===== config.mk =====
export PLATFORM = sky130hd
export DESIGN_NAME = cpu_mem_arbiter
export DESIGN_NICKNAME = d
export VERILOG_FILES = /design/src/rtl/cpu_mem_arbiter.sv
export SDC_FILE = /design/constraint.sdc
export NUM_CORES = 1
export LEC_CHECK = 0
export BUFFER_PORTS_ARGS = -buffer_cell sky130_fd_sc_hd__buf_2
export CAP_MARGIN = 20
export CELL_PAD_IN_SITES_DETAIL_PLACEMENT = 2
export CELL_PAD_IN_SITES_GLOBAL_PLACEMENT = 2
export CORE_MARGIN = 2
export CORE_UTILIZATION = 12
export DETAILED_ROUTE_END_ITERATION = 8
export PLACE_DENSITY_LB_ADDON = 0.1
export SLEW_MARGIN = 10
export SYNTH_ARGS = -nofsm -noshare
export SYNTH_HDL_FRONTEND = slang
export SYNTH_SLANG_ARGS = --single-unit

===== constraint.sdc =====
create_clock -name clk -period 1.9 [get_ports clk]
set_input_delay 0.38 -clock clk [delete_from_list [all_inputs] [get_ports clk]]
set_output_delay 0.38 -clock clk [all_outputs]
set_load 0.01 [all_outputs]

===== src/rtl/cpu_mem_arbiter.sv =====
// Two-requester arbiter for a single-port synchronous memory: load/store has
// priority, fetch is protected by a saturating starvation counter.
module cpu_mem_arbiter #(
  parameter int AW         = 16,
  parameter int DW         = 16,
  parameter int MAX_STARVE = 4
) (
  input  logic          clk,
  input  logic          reset,
  input  logic [AW-1:0] i_f_addr,
  input  logic          i_f_rd,
  output logic          o_f_wait,
  output logic [DW-1:0] o_f_rddata,
  output logic          o_f_valid,
  input  logic [AW-1:0] i_ls_addr,
  input  logic          i_ls_rd,
  input  logic          i_ls_wr,
  input  logic [DW-1:0] i_ls_wrdata,
  output logic          o_ls_wait,
  output logic [DW-1:0] o_ls_rddata,
  output logic          o_ls_valid,
  output logic [AW-1:0] o_mem_addr,
  output logic          o_mem_rd,
  output logic          o_mem_wr,
  output logic [DW-1:0] o_mem_wrdata,
  input  logic [DW-1:0] i_mem_rddata
);

  localparam int SW = $clog2(MAX_STARVE + 1);
  localparam logic [SW-1:0] STARVE_MAX = SW'(MAX_STARVE);

  typedef enum logic [1:0] {
    OWN_NONE,
    OWN_FETCH,
    OWN_LS
  } owner_t;

  owner_t        owner, owner_next;
  logic [SW-1:0] starve_cnt, starve_next;
  logic          f_act, ls_act, grant_f, grant_ls;

  always_ff @(posedge clk or negedge reset) begin
    if (!reset) begin
      owner      <= OWN_NONE;
      starve_cnt <= '0;
    end else begin
      owner      <= owner_next;
      starve_cnt <= starve_next;
    end
  end

  always_comb begin
    f_act    = i_f_rd;
    ls_act   = i_ls_rd | i_ls_wr;
    grant_f  = f_act && (!ls_act || starve_cnt == STARVE_MAX);
    grant_ls = ls_act && !grant_f;
    o_f_wait  = f_act && !grant_f;
    o_ls_wait = ls_act && !grant_ls;

    o_mem_addr   = i_ls_addr;
    o_mem_wrdata = i_ls_wrdata;
    o_mem_rd     = 1'b0;
    o_mem_wr     = 1'b0;
    owner_next   = OWN_NONE;
    if (grant_f) begin
      o_mem_addr = i_f_addr;
      o_mem_rd   = 1'b1;
      owner_next = OWN_FETCH;
    end else if (grant_ls) begin
      // rd and wr together is a plain store: no read, no response
      o_mem_wr = i_ls_wr;
      o_mem_rd = !i_ls_wr;
      if (!i_ls_wr) owner_next = OWN_LS;
    end

    starve_next = '0;
    if (o_f_wait)
      starve_next = (starve_cnt == STARVE_MAX) ? starve_cnt : starve_cnt + SW'(1);
  end

  assign o_f_valid   = (owner == OWN_FETCH);
  assign o_ls_valid  = (owner == OWN_LS);
  assign o_f_rddata  = i_mem_rddata;
  assign o_ls_rddata = i_mem_rddata;

endmodule


==> flow_summary.yaml <==
logic_synthesis:
  synth_area_per_cell_um2: 9.55
  synth_warnings: 0
  synthSimpleGateAreaFrac: 0.0577
  synthMuxAreaShare: 0.270
  synthCells: 93
  synthesis.area_um2: 888
  yosysTopAreaCell: "buf_4"
  synth_area_leaders: "buf_4, mux2_4, dfrtp_1"
  synthDistinctLibCells: 17
  syn_nets: 164
  synthXorXnorAreaFrac: 0.00986
  synth_compound_area_frac: 0.0408
  synth-seq-area-share: 0.141
  synthAdderAreaFrac: 0.0282
  synth_top_family_by_area: "buffers and inverters"
  ys_ff_latch: 5
  synth_top_cell_area_share: 0.406
timing:
  worstMarginPinSlew_ps: 211
  period_minus_slack_ps: 2020
  relSlewSlack: 0.858
  grt_setup_unrepaired: "yes"
  slew_violations: 0
  fin_ws_ps: -125
  final_hold_viol_count: 0
  report.final.setup_viol: 17
  post-route-period-util: 1.07
  clock_skew_ps: 2.98
  fmax_mhz: 494
clock_network:
  clockBufferDepth: 2
  cts_made_buffers: 3
  root_buffer: "clkbuf_8"
  clk-insertion-delay-late_ps: 220
  htree_levels: 1
  cts.sinks: 5
  cts_tree: "done"
  cts.clk_slew.worst_paths_ps: 40
place:
  dp_cells: 204
  place_hpwl_mm: 2.05
  gp_congestion: 0.598
  port_buffers: 58
worst_setup_path:
  cp-end-kind: "output port"
  cp_max_fo: 6
  cp.required_ps: 1520
  cp.arrival_ps: 1640
  start_kind: "flip-flop"
  crit_type: "reg2out"
floorplan:
  row_count: 31
  die_x_um: 90.0
  die_area_um2: 8110
  start_util: 0.123
  io_pins: 139
  core_area_um2: 7210
  die_y_um: 90.0
power:
  power_leakage_nw: 0.667
  p_per_area_nw_per_um2: 459
  ir_worst_vdd_v: 0.000161
global_route:
  grt_pass1_vias: 767
  overflow: 0
  grt_max_degree: 7
  grt_use_total: 0.0583
  grt_pass1_wl_mm: 3.89
  antenna_found_initial: 0
finish:
  nFillCells: 843
  multi_input_area_um2: 398
  layout.cells.non_filler: 215
  drive_gt1_frac: 0.819
  diodes: 0
  nNetsFinal: 188
  final_core_utilization: 0.170
  final_common_cell: "buf_2"
  final_cell_mix: "buf_2, mux2_4, buf_6, buf_4, dfrtp_1"
  area_delta_synth_final_pct: 38.0
  ff_latch_area_um2: 125
route:
  drt_wl_total_mm: 2.49
  initialDrtViolationCount: 2
  vias_per_cell: 3.09
  wl_per_cell_um: 11.6
  ant_nets: 0
  num_vias: 664
  drtPass1Iterations: 4
  drc: 0
job:
  maxCapViolations: 0
status:
  violations: "setup timing"
  status: "complete, but fails checks"
worst_hold_path:
  hp-class: "in2reg"
[critical path, cell delays in order (launching register included)]
cell and delay [ps]:
dfrtp_1 380, inv_2 80, ha_4 150, o2bb2ai_4 120, nand2_4 110, buf_12 160
mux2_4 300, buf_6 120
[layer usage]
layer | GRT usage | wire, µm | part of all wire | up-vias
met5 | 0 | 0 | 0 | -
met4 | 0.0346 | 70 | 0.028 | 0
li1 | - | - | - | 296
met1 | 0.0554 | 818 | 0.33 | 305
met3 | 0.0226 | 268 | 0.11 | 19
met2 | 0.106 | 1330 | 0.54 | 44
[cells in the mapped netlist]
library cell / instances
a211oi_1: 1
a2bb2oi_1: 1
and2_2: 1
and3_1: 1
buf_4: 48
buf_6: 2
dfrtp_1: 5
ha_1: 2
inv_1: 5
mux2_4: 16
nand2_1: 1
nand2_2: 1
nor2_1: 4
nor2b_1: 2
o21ai_0: 1
o2bb2ai_2: 1
xnor2_1: 1
[state kept, by name, summed over array words and instances (netlist names)]
name and count:
owner 2, starve_cnt 3
[cells by family (layout without fill, tap and decap cells)]
family	count (synthesis)	count (layout)
AND/OR/NAND/NOR	10	10
multiplexers	16	16
AO/OA/AOI/OAI	4	4
adder cells (fa/ha/maj)	2	2
buffers and inverters	55	78
XOR/XNOR	1	1
flip-flops	5	5
[report_power, final]
part	switching, mW	internal [mW]
Sequential	0.00414	0.113
Clock	0.0520	0.144
Combinational	0.0931	0.156
Total	0.149	0.414
[stage by stage]
stage	instance area [µm²]	setup WS [ps]	hold slack (ps)	TNS [ps]	total power [mW]
floorplan	888	239	84.4	0	0.316
global placement	962	49.1	210	0	0.302
detailed placement	962	4.19	212	0	0.305
CTS	1190	-133	441	-2060	0.566
global route	1230	-188	467	-2980	0.599
finish	1230	-125	441	-1950	0.563
[final timing paths]
| path | slack, ps | end | start | depth (start not counted) |
|---|---|---|---|---|
| worst max-delay path | -120 | o_mem_addr[15] | starve_cnt[1] | 7 |
| worst min-delay path | 440 | owner[1] | i_f_rd | 2 |
| worst max register to register | 730 | owner[1] | starve_cnt[1] | 5 |
| worst min register to register | 630 | starve_cnt[0] | starve_cnt[0] | 3 |
| max in group asynchronous | 1250 | owner[0] | reset | 2 |
| min in group asynchronous | 510 | starve_cnt[2] | reset | 2 |
[final cells by class]
| type | instances | area share |
|---|---|---|
| Clock buffer | 4 | 0.0367 |
| Inverter | 5 | 0.0153 |
| Multi-Input combinational cell | 33 | 0.324 |
| Sequential cell | 5 | 0.102 |
| Tap cell | 99 | 0.101 |
| Timing Repair Buffer | 69 | 0.420 |
[what timing repair did]
item | 4_1_cts | 5_1_grt
hold buffers | 1 | 0
cloned | 1 | 0
gates resized for setup | 25 | 4
setup buffers | 2 | 3
endpoints found under the setup margin | 17 | 19
hold endpoints to repair | 5 | 0
pin swaps | 2 | 1
(Power assumes the default switching activity.)
